## src/rtl/ift_pkg.sv

```systemverilog
// ift_pkg: shared definitions for information-flow-tracking blocks.
//   TAINT_W_DEF : default taint label width
//   taint_t     : taint label at default width
//   taint_or    : lattice join (bitwise OR, 0 = untainted)
package ift_pkg;
    localparam int TAINT_W_DEF = 32;

    typedef logic [TAINT_W_DEF-1:0] taint_t;

    function automatic taint_t taint_or(input taint_t a, input taint_t b);
        return a | b;
    endfunction
endpackage

```

## src/rtl/ift_sticky_taint.sv

```systemverilog
// ift_sticky_taint: sticky OR-accumulating taint register, cleared only by reset.
//   clk, rst  : clock, async active-high reset
//   i_en      : accumulate i_d this cycle
//   i_d       : taint to join in
//   o_q       : current label
//   o_q_nxt   : label after this edge (lets dependants join it in the same cycle)
module ift_sticky_taint #(
    parameter int TAINT_W = 32
) (
    input  logic               clk,
    input  logic               rst,
    input  logic               i_en,
    input  logic [TAINT_W-1:0] i_d,
    output logic [TAINT_W-1:0] o_q,
    output logic [TAINT_W-1:0] o_q_nxt
);
    logic [TAINT_W-1:0] r_q;

    assign o_q_nxt = i_en ? (r_q | i_d) : r_q;
    assign o_q     = r_q;

    always_ff @(posedge clk or posedge rst) begin
        if (rst) r_q <= '0;
        else     r_q <= o_q_nxt;
    end
endmodule

```

## src/rtl/ift_tagged_fifo.sv

```systemverilog
// ift_tagged_fifo: show-ahead synchronous FIFO with taint tracking on data and control.
//   clk, rst              : clock, async active-high reset
//   push, push_t          : write request and its taint
//   wdata, wdata_t        : write data and its taint
//   pop, pop_t            : read request and its taint
//   rdata, rdata_t        : head entry and its taint
//   full/empty/count(_t)  : occupancy status; all share the occupancy taint
module ift_tagged_fifo
    import ift_pkg::*;
#(
    parameter int DATA_W  = 8,
    parameter int DEPTH   = 4,
    parameter int TAINT_W = TAINT_W_DEF
) (
    input  logic                       clk,
    input  logic                       rst,
    input  logic                       push,
    input  logic [TAINT_W-1:0]         push_t,
    input  logic [DATA_W-1:0]          wdata,
    input  logic [TAINT_W-1:0]         wdata_t,
    input  logic                       pop,
    input  logic [TAINT_W-1:0]         pop_t,
    output logic [DATA_W-1:0]          rdata,
    output logic [TAINT_W-1:0]         rdata_t,
    output logic                       full,
    output logic [TAINT_W-1:0]         full_t,
    output logic                       empty,
    output logic [TAINT_W-1:0]         empty_t,
    output logic [$clog2(DEPTH):0]     count,
    output logic [TAINT_W-1:0]         count_t
);
    localparam int AW = $clog2(DEPTH);
    localparam int CW = AW + 1;

    logic [DATA_W-1:0]  r_mem   [DEPTH];
    logic [TAINT_W-1:0] r_mem_t [DEPTH];
    logic [AW-1:0]      r_wp, r_rp;
    logic [CW-1:0]      r_count;

    logic               w_push_ok, w_pop_ok;
    logic [TAINT_W-1:0] w_wr_t, w_wr_t_nxt, w_rd_t, w_rd_t_nxt, w_cnt_t, w_cnt_t_nxt;

    assign full      = (r_count == CW'(DEPTH));
    assign empty     = (r_count == '0);
    assign w_push_ok = push & ~full;
    assign w_pop_ok  = pop & ~empty;

    // A control label only matters when its request could act; a tainted
    // flag that gates a request taints the pointer it gates.
    ift_sticky_taint #(.TAINT_W(TAINT_W)) u_wr_t (
        .clk     (clk),
        .rst     (rst),
        .i_en    (push | (|push_t)),
        .i_d     ((full ? '0 : push_t) | w_cnt_t),
        .o_q     (w_wr_t),
        .o_q_nxt (w_wr_t_nxt)
    );

    ift_sticky_taint #(.TAINT_W(TAINT_W)) u_rd_t (
        .clk     (clk),
        .rst     (rst),
        .i_en    (pop | (|pop_t)),
        .i_d     ((empty ? '0 : pop_t) | w_cnt_t),
        .o_q     (w_rd_t),
        .o_q_nxt (w_rd_t_nxt)
    );

    ift_sticky_taint #(.TAINT_W(TAINT_W)) u_cnt_t (
        .clk     (clk),
        .rst     (rst),
        .i_en    (1'b1),
        .i_d     (w_wr_t_nxt | w_rd_t_nxt),
        .o_q     (w_cnt_t),
        .o_q_nxt (w_cnt_t_nxt)
    );

    always_ff @(posedge clk or posedge rst) begin
        if (rst) begin
            r_wp    <= '0;
            r_rp    <= '0;
            r_count <= '0;
            for (int i = 0; i < DEPTH; i++) begin
                r_mem[i]   <= '0;
                r_mem_t[i] <= '0;
            end
        end else begin
            if (w_push_ok) begin
                r_mem[r_wp]   <= wdata;
                r_mem_t[r_wp] <= wdata_t | push_t | w_wr_t;
                r_wp          <= r_wp + AW'(1);
            end
            if (w_pop_ok)
                r_rp <= r_rp + AW'(1);
            case ({w_push_ok, w_pop_ok})
                2'b10:   r_count <= r_count + CW'(1);
                2'b01:   r_count <= r_count - CW'(1);
                default: r_count <= r_count;
            endcase
        end
    end

    // Head identity depends on both pointer histories.
    assign rdata   = r_mem[r_rp];
    assign rdata_t = r_mem_t[r_rp] | w_rd_t | w_wr_t;
    assign count   = r_count;
    assign count_t = w_cnt_t;
    assign full_t  = w_cnt_t;
    assign empty_t = w_cnt_t;
endmodule

```

## config.mk

```make
export PLATFORM = sky130hd
export DESIGN_NAME = ift_tagged_fifo
export DESIGN_NICKNAME = d
export VERILOG_FILES = /design/src/rtl/ift_pkg.sv /design/src/rtl/ift_sticky_taint.sv /design/src/rtl/ift_tagged_fifo.sv
export SDC_FILE = /design/constraint.sdc
export NUM_CORES = 1
export LEC_CHECK = 0
export ABC_AREA = 1
export ABC_CLOCK_PERIOD_IN_PS = 10900
export CAP_MARGIN = 20
export CORE_MARGIN = 2
export CORE_UTILIZATION = 50
export CTS_CLUSTER_DIAMETER = 30
export DETAILED_ROUTE_END_ITERATION = 7
export DONT_BUFFER_PORTS = 1
export GPL_TIMING_DRIVEN = 0
export PLACE_DENSITY_LB_ADDON = 0.15
export SLEW_MARGIN = 20
export SYNTH_ARGS = -nofsm -noshare
export SYNTH_HDL_FRONTEND = slang
export SYNTH_SLANG_ARGS = --single-unit
export TNS_END_PERCENT = 30
```

## constraint.sdc

```tcl
create_clock -name clk -period 10.9 [get_ports clk]
set_input_delay 2.18 -clock clk [delete_from_list [all_inputs] [get_ports clk]]
set_output_delay 2.18 -clock clk [all_outputs]
set_load 0.03 [all_outputs]
```

; Word-level counts from Yosys, hierarchy flattened
; Cells that the tools add are included.
[totals]
in_bits = 108
regBits = 263
wordCells = 64
out_inout_bits = 141
[op_classes]
add_sub_neg = 4
n_mux = 17
reduce_logical = 5
eq_ne = 3
magnitude_cmp = 3
bitwise_logic = 18
[op_table]
columns = cell, n
row1 = 32-bit bitwise OR, 10
row2 = 32-bit 2-to-1 mux, 7
row3 = 128-bit bitwise mux, 1
row4 = 32-bit binary-select mux with 2-bit select, 1
row5 = 32-bit demux with 2-bit select, 1
row6 = 32-bit OR reduction, 2
row7 = 32-bit bitwise mux, 1
row8 = 8-bit 2-to-1 mux, 3
row9 = 8-bit binary-select mux with 2-bit select, 1
row10 = 8-bit demux with 2-bit select, 1
row11 = "3-bit greater-or-equal comparator, second input constant", 2
row12 = 2-bit inverter with 3-bit output, 2
row13 = 3-bit one-hot mux with 2 select lines, 1
row14 = "2-bit by 1-bit adder with 2-bit output, second input constant", 2
row15 = "3-bit by 1-bit adder with 3-bit output, second input constant", 1
row16 = "3-bit == test, second input constant", 1
row17 = 3-bit logical NOT, 1
row18 = "3-bit by 1-bit < comparator with 1-bit output, second input constant", 1
row19 = "3-bit by 1-bit subtractor with 3-bit output, second input constant", 1
row20 = 1-bit AND, 2
row21 = "2-bit by 1-bit == test with 1-bit output, second input constant", 1
row22 = "2-bit == test, second input constant", 1
row23 = 1-bit inverter, 2
row24 = 1-bit bitwise OR, 2
row25 = other kinds (2), 2

; Depth between registers and ports, before layout
; Gate-level depths: netlist (run 1).
[depth]
ltp_word = 7
depth_mapped = 10
mapped_depth_nobuf = 10

; By module
; A second synthesis (run 1) with hierarchy kept.
[hier_totals]
cells_unflattened = 1784
hier_area_um2 = 13454.2
[modules_own_cells]
columns = module, n_inst, area_per_inst_um2, cells_per_inst, seq_area_each_um2
row1 = ift_tagged_fifo, 1, 9858.2, 1388, 4179.0
row2 = ift_sticky_taint, 3, 1198.6, 132, 800.8

; Least setup slack after synthesis (run 1)
; No wires, ideal clock.
[synth_timing]
path_type = reg2out
from = register r_rp[0]
to = output rdata[7]
stages_incl_launch_ff = 5
path_slack_ps = 7237
required_ps = 8720
t_arrival_ps = 1483
n_path_buf = 2
cell_sequence = dfrtp_1 > clkbuf_1 > clkbuf_1 > nor2_1 > o22ai_1
[synth_between]
elab_chain_cells = 4
[synth_rtl]
columns = item, line
row1 = "start, declared", ift_tagged_fifo.sv:37  ; logic [AW-1:0] r_wp, r_rp;
row2 = "start signal, assigned", ift_tagged_fifo.sv:93  ; r_rp <= r_rp + AW'(1);
row3 = 2-bit inverter with 3-bit output (not written as such), ift_tagged_fifo.sv:103  ; assign rdata = r_mem[r_rp];
row4 = 8-bit binary-select mux with 2-bit select, ift_tagged_fifo.sv:103
row5 = 8-bit 2-to-1 mux (not written as such) (2 in series), ift_tagged_fifo.sv:103
row6 = "end, declared", ift_tagged_fifo.sv:23  ; output logic [DATA_W-1:0] rdata,
; Every way passes these cells. The select of a mux whose other input is x is not followed.

; Worst setup path after layout (run 1)
[layout_timing]
from = register r_count[1] (netlist: count[1])
to = output empty
[layout_between]
elab_chain_cells = 1
[layout_rtl]
columns = item, line
row1 = "start, declared", ift_tagged_fifo.sv:38  ; logic [CW-1:0] r_count;
row2 = "start signal, assigned", ift_tagged_fifo.sv:95  ; 2'b10: r_count <= r_count + CW'(1);
row3 = "start signal, assigned", ift_tagged_fifo.sv:96  ; 2'b01: r_count <= r_count - CW'(1);
row4 = "start signal, assigned", ift_tagged_fifo.sv:97  ; default: r_count <= r_count;
row5 = 3-bit logical NOT, ift_tagged_fifo.sv:44  ; assign empty = (r_count == '0);
row6 = "end, declared", ift_tagged_fifo.sv:27  ; output logic empty,
; Every way passes these cells.

==> flow_summary.html, run 1 <==
<table>
<tr><th>Metric</th><th>Value</th></tr>
<tr><th colspan="2">STA</th></tr>
<tr><td>Final-report setup violation count</td><td>0</td></tr>
<tr><td>Largest clock skew in the final design</td><td>~0.014 ns</td></tr>
<tr><td>Slew margin rel.</td><td>around 36%</td></tr>
<tr><td>Final hold violations</td><td>0</td></tr>
<tr><td>Fin crit share</td><td>between 40% and 50%</td></tr>
<tr><td>Pins Over Slew Limit</td><td>0</td></tr>
<tr><td>Unrepaired setup endpoints after global routing</td><td>false</td></tr>
<tr><td>Worst Max-Slew Pin Slew</td><td>between 0.9 and 1 ns</td></tr>
<tr><td>Final worst path period need</td><td>~4.7 ns</td></tr>
<tr><td>Final hold slack</td><td>~0.46 ns</td></tr>
<tr><td>Fmax</td><td>212 MHz</td></tr>
<tr><th colspan="2">Global routing</th></tr>
<tr><td>Global-route wire length before repair</td><td>approximately 56000 um</td></tr>
<tr><td>Vias in the first global route</td><td>10500</td></tr>
<tr><td>Overflow left after global routing</td><td>0</td></tr>
<tr><td>Initial antenna violation count</td><td>0</td></tr>
<tr><td>Maximum number of pins on one net before global-route repair</td><td>roughly 100</td></tr>
<tr><td>Global-route usage over all layers</td><td>around 27%</td></tr>
<tr><th colspan="2">Run status</th></tr>
<tr><td>Run status</td><td>finished, final reports clean</td></tr>
<tr><th colspan="2">Clock tree</th></tr>
<tr><td>Cts hold-fix bufs</td><td>0</td></tr>
<tr><td>Clock transition at the register clock pins on the worst setup and hold paths after CTS</td><td>roughly 0.05 ns</td></tr>
<tr><td>Post-CTS setup buffers</td><td>0</td></tr>
<tr><td>Buffers from clock root to sink, at most</td><td>3</td></tr>
<tr><td>Insertion delay to the later sink of the worst-skew pair</td><td>0.56 ns</td></tr>
<tr><td>Total of cells resized after clock tree synthesis</td><td>0</td></tr>
<tr><td>TritonCTS clock tree</td><td>built</td></tr>
<tr><td># clock sinks</td><td>~260</td></tr>
<tr><td>Num CTS Buffers</td><td>57</td></tr>
<tr><td>CTS Root Cell</td><td>sky130_fd_sc_hd__clkbuf_16</td></tr>
<tr><td>H-tree depth</td><td>2</td></tr>
<tr><th colspan="2">Layout</th></tr>
<tr><td>Commonest non-fill, non-tap cells in the layout</td><td>sky130_fd_sc_hd__nand2_1 (392), sky130_fd_sc_hd__dfrtp_1 (263), sky130_fd_sc_hd__inv_1 (241)</td></tr>
<tr><td># fillers</td><td>approximately 2300</td></tr>
<tr><td>Number of antenna repair diodes</td><td>0</td></tr>
<tr><td>Ratio of cells with drive above 1 in the final layout</td><td>12.3%</td></tr>
<tr><td>Number of nets in the layout</td><td>1795</td></tr>
<tr><td>Area growth, synth to finish</td><td>20.2%</td></tr>
<tr><td>Most common cell after layout, fill and taps aside</td><td>sky130_fd_sc_hd__nand2_1</td></tr>
<tr><th colspan="2">Floorplanning</th></tr>
<tr><td>Chip Height</td><td>between 150 and 200 um</td></tr>
<tr><td>Full die area</td><td>26600 sq um</td></tr>
<tr><td>Floorplan Core Area</td><td>25000 sq um</td></tr>
<tr><td>Initial Utilization</td><td>around half</td></tr>
<tr><td>I/O pin cnt</td><td>249</td></tr>
<tr><td>Number of rows created at floorplan</td><td>58</td></tr>
<tr><td>Die boundary width</td><td>around 160 um</td></tr>
<tr><th colspan="2">Worst setup path</th></tr>
<tr><td>Highest net fanout along the worst path</td><td>10</td></tr>
<tr><td>Data required time at the worst endpoint</td><td>about 8.7 ns</td></tr>
<tr><td>Startpoint kind of the worst setup timing path</td><td>flop</td></tr>
<tr><td>Setup crit start</td><td>count[1]$_DFFE_PP0P_</td></tr>
<tr><td>Number of logic stages on the critical path including buffering</td><td>2</td></tr>
<tr><td>Critical path's top delay family</td><td>buffers and inverters</td></tr>
<tr><td>Slowest library cell on the worst path</td><td>sky130_fd_sc_hd__clkbuf_1</td></tr>
<tr><td>Worst R2R Path Depth</td><td>9</td></tr>
<tr><td>Slowest stage delay, CP</td><td>0.77 ns</td></tr>
<tr><td>Arrival time worst endpoint</td><td>~2.5 ns</td></tr>
<tr><td>CP Capture Type</td><td>output pin</td></tr>
<tr><td>Buffering stage count on the worst path with inverters included</td><td>1</td></tr>
<tr><td>Kind of critical path</td><td>flop to output pin</td></tr>
<tr><td>Worst flop-to-flop path startpoint</td><td>count[1]$_DFFE_PP0P_</td></tr>
<tr><td>CP Cell Sequence</td><td>nor3_2 &gt; clkbuf_1</td></tr>
<tr><th colspan="2">Yosys</th></tr>
<tr><td>XOR/XNOR share of the synthesized area</td><td>less than 1%</td></tr>
<tr><td>Dominant combinational cell family by area after synthesis</td><td>simple AND/OR/NAND/NOR gates</td></tr>
<tr><td>Complex-gate fraction of the synthesized area</td><td>12.6%</td></tr>
<tr><td>Per-instance average area after synthesis</td><td>~7.8 sq um</td></tr>
<tr><td>Sequential cell area fraction in the yosys report</td><td>52.1%</td></tr>
<tr><td>Count of state elements after synthesis</td><td>approximately 260</td></tr>
<tr><td>Share of synthesized area spent on multiplexers</td><td>0%</td></tr>
<tr><td>Leading cell types by total area after synthesis</td><td>sky130_fd_sc_hd__dfrtp_1 (52%), sky130_fd_sc_hd__nand2_1 (12%), sky130_fd_sc_hd__inv_1 (7.2%)</td></tr>
<tr><td>Area share of and/or/nand/nor cells after synthesis</td><td>about 21%</td></tr>
<tr><td>Dominant cell type by area after synthesis</td><td>sky130_fd_sc_hd__dfrtp_1</td></tr>
<tr><td>Post-Synthesis Cells</td><td>approximately 1600</td></tr>
<tr><td>Synth Net Count</td><td>1734</td></tr>
<tr><td>Cell Area, Synth</td><td>between 10000 and 15000 sq um</td></tr>
<tr><td>Area share of the largest cell type after synthesis</td><td>roughly 52%</td></tr>
<tr><td>Synthesis Warnings</td><td>0</td></tr>
<tr><td>Netlist cell types</td><td>23</td></tr>
<tr><td>Fraction of the mapped netlist area in adder cells</td><td>less than 1%</td></tr>
<tr><th colspan="2">Pwr</th></tr>
<tr><td>Total power divided by cell area</td><td>between 200 and 300 nW/um^2</td></tr>
<tr><td>Static leakage</td><td>approximately 8.0 nW</td></tr>
<tr><td>Total chip power</td><td>0.00412 W</td></tr>
<tr><td>Worst IR drop on VDD</td><td>0.155 mV</td></tr>
<tr><th colspan="2">Route</th></tr>
<tr><td>Routed length per placed instance</td><td>around 17 um</td></tr>
<tr><td>Wirelength, routed</td><td>35900 um</td></tr>
<tr><td>Number of design-rule violations left by the first detailed-router iteration</td><td>698</td></tr>
<tr><td>Count of vias placed by the detailed router</td><td>around 11000</td></tr>
<tr><td>Number of search-and-repair iterations in the first detailed-routing pass</td><td>5</td></tr>
<tr><td>ANT nets after route</td><td>0</td></tr>
<tr><td>Via count normalized by instance count</td><td>~5.2</td></tr>
<tr><td>Number of DRC violations after detailed routing</td><td>0</td></tr>
<tr><th colspan="2">Hold path</th></tr>
<tr><td>Cell depth of the worst hold path</td><td>2</td></tr>
<tr><td>Start point of the worst hold path</td><td>u_rd_t.o_q[25]$_DFF_PP0_</td></tr>
<tr><td>Path type of the worst min-delay path</td><td>flop to flop</td></tr>
<tr><th colspan="2">Placement</th></tr>
<tr><td>Count of input and output buffers</td><td>0</td></tr>
<tr><td>Final weighted congestion in routability-driven placement</td><td>between 0.8 and 0.9</td></tr>
<tr><td>Dpl hpwl</td><td>24500 um</td></tr>
<tr><th colspan="2">Job</th></tr>
<tr><td>Reported max-cap violation count</td><td>0</td></tr>
</table>
-- tightest hold or removal path: stages, from the launching register on --
cell and delay (ns):
sky130_fd_sc_hd__dfrtp_1 0.31, sky130_fd_sc_hd__inv_1 0.05, sky130_fd_sc_hd__nand2_1 0.06
-- area by class of cell --
class	count	area (sq um)	share of cell area (%)
Buffer	133	793	5.22
Clock inverter	40	510	3.36
Clock buffer	68	1560	10.3
Inverter	246	931	6.13
Multi-Input combinational cell	978	4340	28.6
Sequential cell	263	6580	43.3
Tap cell	330	413	2.72
Timing Repair Buffer	2	55.1	0.363
-- layer usage --
| layer | global-route usage, % | routed length, um |
|---|---|---|
| met5 | 0 | 0 |
| met4 | 8.13 | 803 |
| met3 | 4.66 | 2090 |
| met2 | 45.0 | 17200 |
| met1 | 37.0 | 15800 |
-- registers in the layout (all words and copies together), names as in the netlist --
| name | flops |
|---|---|
| u_rd_t.o_q | 32 |
| r_wp | 2 |
| count | 3 |
| u_wr_t.o_q | 32 |
| r_mem | 32 |
| u_cnt_t.o_q | 32 |
| r_rp | 2 |
| r_mem_t | 128 |
-- cell families after synthesis --
| group | after synthesis |
|---|---|
| XOR/XNOR | 5 |
| flip-flops | 263 |
| AND/OR/NAND/NOR | 651 |
| AO/OA/AOI/OAI | 316 |
| adder cells (fa/ha/maj) | 6 |
| buffers and inverters | 379 |
-- stage by stage --
step	util, %	TNS, ns	cell area, sq um	std cells	setup slack [ns]
global route	60.8	0	15200	2060	6.10
detailed placement	52.5	0	13100	1952	6.75
floorplan	-	0	12600	1620	1.48
finish	60.8	0	15200	2060	6.19
CTS	60.8	0	15200	2060	6.19
global placement	52.3	-440.18	13000	1950	-1.70
-- synth_stat cells (all sizes together) --
cell type  number
buf            99
xnor2           1
nor2          176
a21oi         129
inv           246
o22ai           8
nor3            2
xor2            4
fa              1
nand2         396
ha              5
dfrtp         263
nand4          35
nand3          42
o21ai         179
clkbuf         34
-- path summary, 6_finish.rpt --
kind / end / slack (ns)
max in group asynchronous: r_mem[27]$_DFFE_PP0P_ / 8.03
hold reg to reg: u_rd_t.o_q[25]$_DFF_PP0_ / 0.46
setup / recovery: empty / 6.19
setup reg to reg: count[2]$_DFFE_PP0P_ / 8.38
min in group asynchronous: u_cnt_t.o_q[15]$_DFF_PP0_ / 1.53
hold / removal: u_rd_t.o_q[25]$_DFF_PP0_ / 0.46
-- power by group --
part           internal (W)  switching (W)  total (W)  leakage (nW)
combinational      0.000268       0.000731   0.000998          4.33
sequential          0.00117       0.000118    0.00129          2.63
clock               0.00126       0.000568    0.00183         0.996
total               0.00270        0.00142    0.00412          7.96
Note: power is estimated with default switching activity, not from simulation.
==> run 2: changes to the inputs <==
- ABC_CLOCK_PERIOD_IN_PS: 10900 -> 3800
- clock period: 10.9 -> 3.8 ns (I/O delays scaled with it)
==> flow_summary.html, run 2 (same netlist as run 1, synthesis figures left out) <==
<table>
<tr><th>Metric</th><th>Value</th></tr>
<tr><th colspan="2">Layout</th></tr>
<tr><td>Number of nets in the layout</td><td>1799 (was 1795)</td></tr>
<tr><td># fillers</td><td>2268 (was 2252)</td></tr>
<tr><td>Number of antenna repair diodes</td><td>0 (unchanged)</td></tr>
<tr><td>Most common cell after layout, fill and taps aside</td><td>sky130_fd_sc_hd__nand2_1 (unchanged)</td></tr>
<tr><td>Ratio of cells with drive above 1 in the final layout</td><td>12.2% (was 12.3%)</td></tr>
<tr><td>Flip-flop count of the largest register, all copies and words added</td><td>128 (unchanged)</td></tr>
<tr><td>Design Area, Final</td><td>15100 sq um (was 15200 sq um)</td></tr>
<tr><td>Area growth, synth to finish</td><td>19.2% (was 20.2%)</td></tr>
<tr><td>Register with the highest flop count</td><td>r_mem_t (unchanged)</td></tr>
<tr><td>Commonest non-fill, non-tap cells in the layout</td><td>sky130_fd_sc_hd__nand2_1 (392), sky130_fd_sc_hd__dfrtp_1 (263), sky130_fd_sc_hd__inv_1 (241) (unchanged)</td></tr>
<tr><td>Final Core Density</td><td>60.3% (was 60.8%)</td></tr>
<tr><th colspan="2">Pwr</th></tr>
<tr><td>Static leakage</td><td>7.91 nW (was 7.96 nW)</td></tr>
<tr><td>Net Switching</td><td>0.00400 W (was 0.00142 W)</td></tr>
<tr><td>Total power divided by cell area</td><td>744 nW/um^2 (was 271 nW/um^2)</td></tr>
<tr><td>Part of the total power dissipated in sequential elements</td><td>33.1% (was 31.4%)</td></tr>
<tr><td>Switching share of power</td><td>35.7% (was 34.4%)</td></tr>
<tr><td>Worst IR drop on VDD</td><td>0.392 mV (was 0.155 mV)</td></tr>
<tr><td>Part of the power in combinational logic</td><td>25.8% (was 24.3%)</td></tr>
<tr><td>Clock network power share</td><td>41.1% (was 44.4%)</td></tr>
<tr><td>Total chip power</td><td>0.0112 W (was 0.00412 W)</td></tr>
<tr><td>Internal Power</td><td>0.00721 W (was 0.00270 W)</td></tr>
<tr><th colspan="2">Clock tree</th></tr>
<tr><td>TritonCTS clock tree</td><td>built (unchanged)</td></tr>
<tr><td>Clock transition at the register clock pins on the worst setup and hold paths after CTS</td><td>0.05 ns (about the same)</td></tr>
<tr><td>Post-CTS setup buffers</td><td>0 (unchanged)</td></tr>
<tr><td># clock sinks</td><td>263 (unchanged)</td></tr>
<tr><td>Insertion delay to the later sink of the worst-skew pair</td><td>0.55 ns (was 0.56 ns)</td></tr>
<tr><td>CTS Root Cell</td><td>sky130_fd_sc_hd__clkbuf_16 (unchanged)</td></tr>
<tr><td>H-tree depth</td><td>2 (unchanged)</td></tr>
<tr><td>Cts hold-fix bufs</td><td>0 (unchanged)</td></tr>
<tr><td>Total of cells resized after clock tree synthesis</td><td>0 (unchanged)</td></tr>
<tr><td>Buffers from clock root to sink, at most</td><td>3 (unchanged)</td></tr>
<tr><td>Num CTS Buffers</td><td>54 (was 57)</td></tr>
<tr><th colspan="2">Route</th></tr>
<tr><td>DR WL met2</td><td>17200 um (about the same)</td></tr>
<tr><td>Routed length per placed instance</td><td>17.6 um (was 17.4 um)</td></tr>
<tr><td>Number of search-and-repair iterations in the first detailed-routing pass</td><td>5 (unchanged)</td></tr>
<tr><td>Met3 routed WL</td><td>2580 um (was 2090 um)</td></tr>
<tr><td>Top Layer Used</td><td>met4 (unchanged)</td></tr>
<tr><td>Met1 Wirelength</td><td>15300 um (was 15800 um)</td></tr>
<tr><td>Wirelength, routed</td><td>36200 um (was 35900 um)</td></tr>
<tr><td>ANT nets after route</td><td>0 (unchanged)</td></tr>
<tr><td>Number of DRC violations after detailed routing</td><td>0 (unchanged)</td></tr>
<tr><td>Via count normalized by instance count</td><td>5.24 (was 5.18)</td></tr>
<tr><td>Count of vias placed by the detailed router</td><td>10800 (was 10700)</td></tr>
<tr><td>Number of design-rule violations left by the first detailed-router iteration</td><td>752 (was 698)</td></tr>
<tr><th colspan="2">Worst setup path</th></tr>
<tr><td>CP Capture Type</td><td>output pin (unchanged)</td></tr>
<tr><td>Highest net fanout along the worst path</td><td>10 (unchanged)</td></tr>
<tr><td>Data required time at the worst endpoint</td><td>3.04 ns (was 8.72 ns)</td></tr>
<tr><td>Arrival time worst endpoint</td><td>2.60 ns (was 2.53 ns)</td></tr>
<tr><td>Startpoint kind of the worst setup timing path</td><td>flop (unchanged)</td></tr>
<tr><td>Kind of critical path</td><td>flop to output pin (unchanged)</td></tr>
<tr><td>Worst R2R Path Depth</td><td>9 (unchanged)</td></tr>
<tr><td>R2R Path End</td><td>count[2]$_DFFE_PP0P_ (unchanged)</td></tr>
<tr><td>Flop2flop setup slack</td><td>1.29 ns (was 8.38 ns)</td></tr>
<tr><td>Worst flop-to-flop path startpoint</td><td>count[1]$_DFFE_PP0P_ (unchanged)</td></tr>
<tr><th colspan="2">Global routing</th></tr>
<tr><td>Global-route wire length before repair</td><td>56900 um (was 56300 um)</td></tr>
<tr><td>Overflow left after global routing</td><td>0 (unchanged)</td></tr>
<tr><td>Maximum number of pins on one net before global-route repair</td><td>33 (was 104)</td></tr>
<tr><td>Global-route usage over all layers</td><td>27.6% (was 27.2%)</td></tr>
<tr><td>Initial antenna violation count</td><td>0 (unchanged)</td></tr>
<tr><td>Vias in the first global route</td><td>10800 (was 10500)</td></tr>
<tr><th colspan="2">Floorplanning</th></tr>
<tr><td>Initial Utilization</td><td>50.6% (unchanged)</td></tr>
<tr><td>Number of rows created at floorplan</td><td>58 (unchanged)</td></tr>
<tr><td>Full die area</td><td>26600 sq um (unchanged)</td></tr>
<tr><td>Die boundary width</td><td>163 um (unchanged)</td></tr>
<tr><td>Floorplan Core Area</td><td>25000 sq um (unchanged)</td></tr>
<tr><td>I/O pin cnt</td><td>249 (unchanged)</td></tr>
<tr><td>Chip Height</td><td>163 um (unchanged)</td></tr>
<tr><th colspan="2">Placement</th></tr>
<tr><td>Placed Instance Area</td><td>13200 sq um (was 13100 sq um)</td></tr>
<tr><td>Final weighted congestion in routability-driven placement</td><td>0.847 (was 0.850)</td></tr>
<tr><td>Count of input and output buffers</td><td>0 (unchanged)</td></tr>
<tr><td>Dpl hpwl</td><td>25000 um (was 24500 um)</td></tr>
<tr><th colspan="2">STA</th></tr>
<tr><td>Fmax</td><td>just under 300 MHz</td></tr>
<tr><td>Fin Setup TNS</td><td>0 ns (unchanged)</td></tr>
<tr><td>Pins Over Slew Limit</td><td>0 (unchanged)</td></tr>
<tr><td>Fin crit share</td><td>88.3%</td></tr>
<tr><td>Final-report setup violation count</td><td>0 (unchanged)</td></tr>
<tr><td>Final hold slack</td><td>0.0431 ns (was 0.458 ns)</td></tr>
<tr><td>Largest clock skew in the final design</td><td>0.0149 ns (was 0.0143 ns)</td></tr>
<tr><td>Slew margin rel.</td><td>38.7% (was 36.3%)</td></tr>
<tr><td>Unrepaired setup endpoints after global routing</td><td>false (unchanged)</td></tr>
<tr><td>Worst Max-Slew Pin Slew</td><td>0.920 ns (was 0.955 ns)</td></tr>
<tr><td>Final worst path period need</td><td>between 3 and 4 ns</td></tr>
<tr><td>Final hold violations</td><td>0 (unchanged)</td></tr>
<tr><th colspan="2">Job</th></tr>
<tr><td>Reported max-cap violation count</td><td>0 (unchanged)</td></tr>
<tr><th colspan="2">Run status</th></tr>
<tr><td>Run status</td><td>finished, final reports clean (unchanged)</td></tr>
<tr><th colspan="2">Hold path</th></tr>
<tr><td>Path type of the worst min-delay path</td><td>input pin to asynchronous set/reset pin (was flop to flop)</td></tr>
</table>
## run 2: cell types whose count changed in the layout (fill, tap and decap cells not counted), moves of 3 or more
cell                        delta
sky130_fd_sc_hd__buf_12        +9
sky130_fd_sc_hd__bufinv_16     -7
sky130_fd_sc_hd__clkbuf_16     -4
sky130_fd_sc_hd__clkinv_2      +4
sky130_fd_sc_hd__inv_6         -3
sky130_fd_sc_hd__clkbuf_8      +6
## run 2: through the flow
stage / std cells / worst slack, ns
after CTS: 2061 / 0.464
after floorplan: 1620 / -0.430
final: 2061 / 0.443
after global placement: 1950 / -2.06
after detailed placement: 1959 / 1.05
after global routing: 2061 / 0.368
## run 2: how the worst max path moves through the flow
| stage | start | endpoint | cells past startpoint |
|---|---|---|---|
| floorplan | rst | count[0]$_DFFE_PP0P_ | 1 |
| global placement | rst | r_mem[25]$_DFFE_PP0P_ | 1 |
| detailed placement | r_rp[0]$_DFFE_PP0P_ | rdata[7] | 4 |
| CTS | r_rp[0]$_DFFE_PP0P_ | rdata[7] | 4 |
| global route | r_rp[0]$_DFFE_PP0P_ | rdata[7] | 4 |
| finish | r_rp[0]$_DFFE_PP0P_ | rdata[7] | 4 |
## run 2: power groups by stage
stage	Combinational, W	Sequential (W)	Clock (W)
2_1_floorplan	0.00198	0.00366	0
3_3_place_gp	0.00282	0.00371	0
3_5_place_dp	0.00289	0.00373	0
4_1_cts	0.00292	0.00369	0.00464
5_1_grt	0.00323	0.00376	0.00480
6_report	0.00289	0.00370	0.00461
## run 2: cell type report
| class | instances | area [sq um] | area share [%] |
|---|---|---|---|
| well taps | 330 | 413 | 2.74 |
| plain buffers | 133 | 793 | 5.27 |
| multi-input cells | 978 | 4340 | 28.8 |
| clock inverters | 30 | 274 | 1.82 |
| clock buffers | 72 | 1550 | 10.3 |
| repair buffers | 9 | 180 | 1.20 |
| inverters | 246 | 927 | 6.16 |
| flip-flops and latches | 263 | 6580 | 43.7 |
## run 2: metal layers
layer  global-route usage, %  vias to the layer above
met3                    4.86                       65
met1                    36.9                     5200
met2                    45.9                      405
met5                       0                        -
li1                        -                     5127
met4                    9.01                        0
## run 2: worst max-delay path: stages (launching register included)
cell	delay, ns
sky130_fd_sc_hd__dfrtp_1	0.36
sky130_fd_sc_hd__clkbuf_1	0.38
sky130_fd_sc_hd__clkbuf_1	0.54
sky130_fd_sc_hd__nor2_1	0.11
sky130_fd_sc_hd__o22ai_1	0.66
==> run 3: changes to the inputs <==
- MAX_ROUTING_LAYER: default -> met4
- TNS_END_PERCENT: 30 -> 10
==> flow_summary.html, run 3 (same netlist as run 1, synthesis figures left out) <==
<table>
<tr><th>Metric</th><th>Value</th></tr>
<tr><th colspan="2">STA</th></tr>
<tr><td>Largest clock skew in the final design</td><td>0.0138 ns (was 0.0149 ns)</td></tr>
<tr><td>Final worst path period need</td><td>3.34 ns (was 3.36 ns)</td></tr>
<tr><td>Fmax</td><td>299 MHz (was 298 MHz)</td></tr>
<tr><td>Final-report setup violation count</td><td>0 (unchanged)</td></tr>
<tr><td>Worst Max-Slew Pin Slew</td><td>0.919 ns (was 0.920 ns)</td></tr>
<tr><td>Fin crit share</td><td>88.0% (was 88.3%)</td></tr>
<tr><td>Final hold slack</td><td>0.0424 ns (was 0.0431 ns)</td></tr>
<tr><td>Pins Over Slew Limit</td><td>0 (unchanged)</td></tr>
<tr><td>Unrepaired setup endpoints after global routing</td><td>false (unchanged)</td></tr>
<tr><td>Final hold violations</td><td>0 (unchanged)</td></tr>
<tr><td>Slew margin rel.</td><td>38.8% (was 38.7%)</td></tr>
<tr><th colspan="2">Worst setup path</th></tr>
<tr><td>Worst flop-to-flop path startpoint</td><td>count[1]$_DFFE_PP0P_ (unchanged)</td></tr>
<tr><td>Worst R2R Path Depth</td><td>9 (unchanged)</td></tr>
<tr><td>Highest net fanout along the worst path</td><td>10 (unchanged)</td></tr>
<tr><td>CP Capture Type</td><td>output pin (unchanged)</td></tr>
<tr><td>Flop2flop setup slack</td><td>1.28 ns (was 1.29 ns)</td></tr>
<tr><td>Slowest library cell on the worst path</td><td>sky130_fd_sc_hd__o22ai_1 (unchanged)</td></tr>
<tr><td>Startpoint kind of the worst setup timing path</td><td>flop (unchanged)</td></tr>
<tr><td>Data required time at the worst endpoint</td><td>3.04 ns (about the same)</td></tr>
<tr><td>R2R Path End</td><td>count[2]$_DFFE_PP0P_ (unchanged)</td></tr>
<tr><td>Slowest stage delay, CP</td><td>0.66 ns (about the same)</td></tr>
<tr><td>Arrival time worst endpoint</td><td>2.58 ns (was 2.60 ns)</td></tr>
<tr><td>Buffering stage count on the worst path with inverters included</td><td>2 (unchanged)</td></tr>
<tr><td>CP Cell Sequence</td><td>clkbuf_1 &gt; clkbuf_1 &gt; nor2_1 &gt; o22ai_1 (unchanged)</td></tr>
<tr><td>Kind of critical path</td><td>flop to output pin (unchanged)</td></tr>
<tr><td>Critical path's top delay family</td><td>buffers and inverters (unchanged)</td></tr>
<tr><td>Most prevalent standard cell on the critical path</td><td>sky130_fd_sc_hd__clkbuf_1 (unchanged)</td></tr>
<tr><th colspan="2">Layout</th></tr>
<tr><td>Final Core Density</td><td>60.3% (unchanged)</td></tr>
<tr><td>Number of antenna repair diodes</td><td>0 (unchanged)</td></tr>
<tr><td>Register with the highest flop count</td><td>r_mem_t (unchanged)</td></tr>
<tr><td>Area growth, synth to finish</td><td>19.2% (unchanged)</td></tr>
<tr><td>Most common cell after layout, fill and taps aside</td><td>sky130_fd_sc_hd__nand2_1 (unchanged)</td></tr>
<tr><td># fillers</td><td>2268 (unchanged)</td></tr>
<tr><td>Flip-flop count of the largest register, all copies and words added</td><td>128 (unchanged)</td></tr>
<tr><td>Number of nets in the layout</td><td>1799 (unchanged)</td></tr>
<tr><td>Commonest non-fill, non-tap cells in the layout</td><td>sky130_fd_sc_hd__nand2_1 (392), sky130_fd_sc_hd__dfrtp_1 (263), sky130_fd_sc_hd__inv_1 (241) (unchanged)</td></tr>
<tr><td>Ratio of cells with drive above 1 in the final layout</td><td>12.2% (unchanged)</td></tr>
<tr><th colspan="2">Clock tree</th></tr>
<tr><td>Buffers from clock root to sink, at most</td><td>3 (unchanged)</td></tr>
<tr><td>TritonCTS clock tree</td><td>built (unchanged)</td></tr>
<tr><td>H-tree depth</td><td>2 (unchanged)</td></tr>
<tr><td>Post-CTS setup buffers</td><td>0 (unchanged)</td></tr>
<tr><td>Clock transition at the register clock pins on the worst setup and hold paths after CTS</td><td>0.05 ns (about the same)</td></tr>
<tr><td>Num CTS Buffers</td><td>54 (unchanged)</td></tr>
<tr><td>Total of cells resized after clock tree synthesis</td><td>0 (unchanged)</td></tr>
<tr><td># clock sinks</td><td>263 (unchanged)</td></tr>
<tr><td>Insertion delay to the later sink of the worst-skew pair</td><td>0.55 ns (about the same)</td></tr>
<tr><td>Cts hold-fix bufs</td><td>0 (unchanged)</td></tr>
<tr><td>CTS Root Cell</td><td>sky130_fd_sc_hd__clkbuf_16 (unchanged)</td></tr>
<tr><th colspan="2">Floorplanning</th></tr>
<tr><td>I/O pin cnt</td><td>249 (unchanged)</td></tr>
<tr><td>Initial Utilization</td><td>50.6% (unchanged)</td></tr>
<tr><td>Die boundary width</td><td>163 um (unchanged)</td></tr>
<tr><td>Full die area</td><td>26600 sq um (unchanged)</td></tr>
<tr><td>Floorplan Core Area</td><td>25000 sq um (unchanged)</td></tr>
<tr><td>Number of rows created at floorplan</td><td>58 (unchanged)</td></tr>
<tr><td>Chip Height</td><td>163 um (unchanged)</td></tr>
<tr><th colspan="2">Global routing</th></tr>
<tr><td>Maximum number of pins on one net before global-route repair</td><td>33 (unchanged)</td></tr>
<tr><td>Overflow left after global routing</td><td>0 (unchanged)</td></tr>
<tr><td>Global-route wire length before repair</td><td>56900 um (about the same)</td></tr>
<tr><td>Initial antenna violation count</td><td>0 (unchanged)</td></tr>
<tr><td>Global-route usage over all layers</td><td>28.4% (was 27.6%)</td></tr>
<tr><td>Vias in the first global route</td><td>10800 (about the same)</td></tr>
<tr><th colspan="2">Hold path</th></tr>
<tr><td>Path type of the worst min-delay path</td><td>input pin to asynchronous set/reset pin (unchanged)</td></tr>
<tr><th colspan="2">Pwr</th></tr>
<tr><td>Total power divided by cell area</td><td>745 nW/um^2 (was 744 nW/um^2)</td></tr>
<tr><td>Worst IR drop on VDD</td><td>0.394 mV (was 0.392 mV)</td></tr>
<tr><td>Static leakage</td><td>7.91 nW (unchanged)</td></tr>
<tr><th colspan="2">Route</th></tr>
<tr><td>Number of search-and-repair iterations in the first detailed-routing pass</td><td>5 (unchanged)</td></tr>
<tr><td>ANT nets after route</td><td>0 (unchanged)</td></tr>
<tr><td>Number of DRC violations after detailed routing</td><td>0 (unchanged)</td></tr>
<tr><td>Routed length per placed instance</td><td>17.6 um (about the same)</td></tr>
<tr><td>Wirelength, routed</td><td>36200 um (about the same)</td></tr>
<tr><td>Via count normalized by instance count</td><td>5.25 (was 5.24)</td></tr>
<tr><td>Number of design-rule violations left by the first detailed-router iteration</td><td>802 (was 752)</td></tr>
<tr><td>Count of vias placed by the detailed router</td><td>10800 (about the same)</td></tr>
<tr><th colspan="2">Placement</th></tr>
<tr><td>Dpl hpwl</td><td>25000 um (unchanged)</td></tr>
<tr><td>Count of input and output buffers</td><td>0 (unchanged)</td></tr>
<tr><td>Final weighted congestion in routability-driven placement</td><td>0.862 (was 0.847)</td></tr>
<tr><th colspan="2">Run status</th></tr>
<tr><td>Run status</td><td>finished, final reports clean (unchanged)</td></tr>
<tr><th colspan="2">Job</th></tr>
<tr><td>Reported max-cap violation count</td><td>0 (unchanged)</td></tr>
</table>
run 3: cell counts in the layout (fill, tap and decap cells not counted):
Identical to the previous run, type by type.
run 3: layout make-up:
cell class              count  area (sq um)  share of cell area, %
multi-input cells         978          4340                   28.8
clock inverters            30           274                   1.82
flip-flops and latches    263          6580                   43.7
repair buffers              9           180                   1.20
inverters                 246           927                   6.16
well taps                 330           413                   2.74
plain buffers             133           793                   5.27
clock buffers              72          1550                   10.3
run 3: where the power goes:
part | switching, W | internal, W
Combinational | 0.00212 | 0.000779
Sequential | 0.000338 | 0.00337
Clock | 0.00154 | 0.00306
run 3: how the worst max path moves through the flow:
stage                                       end  slack, ns                 from  cells after the start
after detailed placement               rdata[7]       1.05  r_rp[0]$_DFFE_PP0P_                      4
after global placement    r_mem[25]$_DFFE_PP0P_      -2.06                  rst                      1
after floorplan            count[0]$_DFFE_PP0P_      -0.43                  rst                      1
after global routing                   rdata[7]       0.37  r_rp[0]$_DFFE_PP0P_                      4
final                                  rdata[7]       0.46  r_rp[0]$_DFFE_PP0P_                      4
after CTS                              rdata[7]       0.46  r_rp[0]$_DFFE_PP0P_                      4
run 3: layer usage:
metal | vias to the layer above | GRT usage, % | part of all wire [%]
met3 | 65 | 4.58 | 6.3
met5 | - | - | 0
met1 | 5238 | 37.1 | 43
met2 | 385 | 45.9 | 48
met4 | 0 | 9.01 | 2.7
li1 | 5129 | - | -
run 3: metrics by stage:
step | setup TNS [ns] | area, sq um | worst slack, ns | instances | total power (W)
after floorplan | -112.97 | 12600 | -0.430 | 1620 | 0.00564
after global placement | -536.58 | 13100 | -2.06 | 1950 | 0.00653
after detailed placement | 0 | 13200 | 1.05 | 1959 | 0.00662
after CTS | 0 | 15100 | 0.464 | 2061 | 0.0113
after global routing | 0 | 15100 | 0.368 | 2061 | 0.0118
final | 0 | 15100 | 0.456 | 2061 | 0.0112
run 3: worst register-to-register path, delay by kind of cell, from the launching register on:
family,cells,cell delay [ns]
adder cells (fa/ha/maj),2,0.52
buffers and inverters,2,0.20
XOR/XNOR,1,0.17
flip-flops,1,0.55
AO/OA/AOI/OAI,2,0.26
AND/OR/NAND/NOR,2,0.69
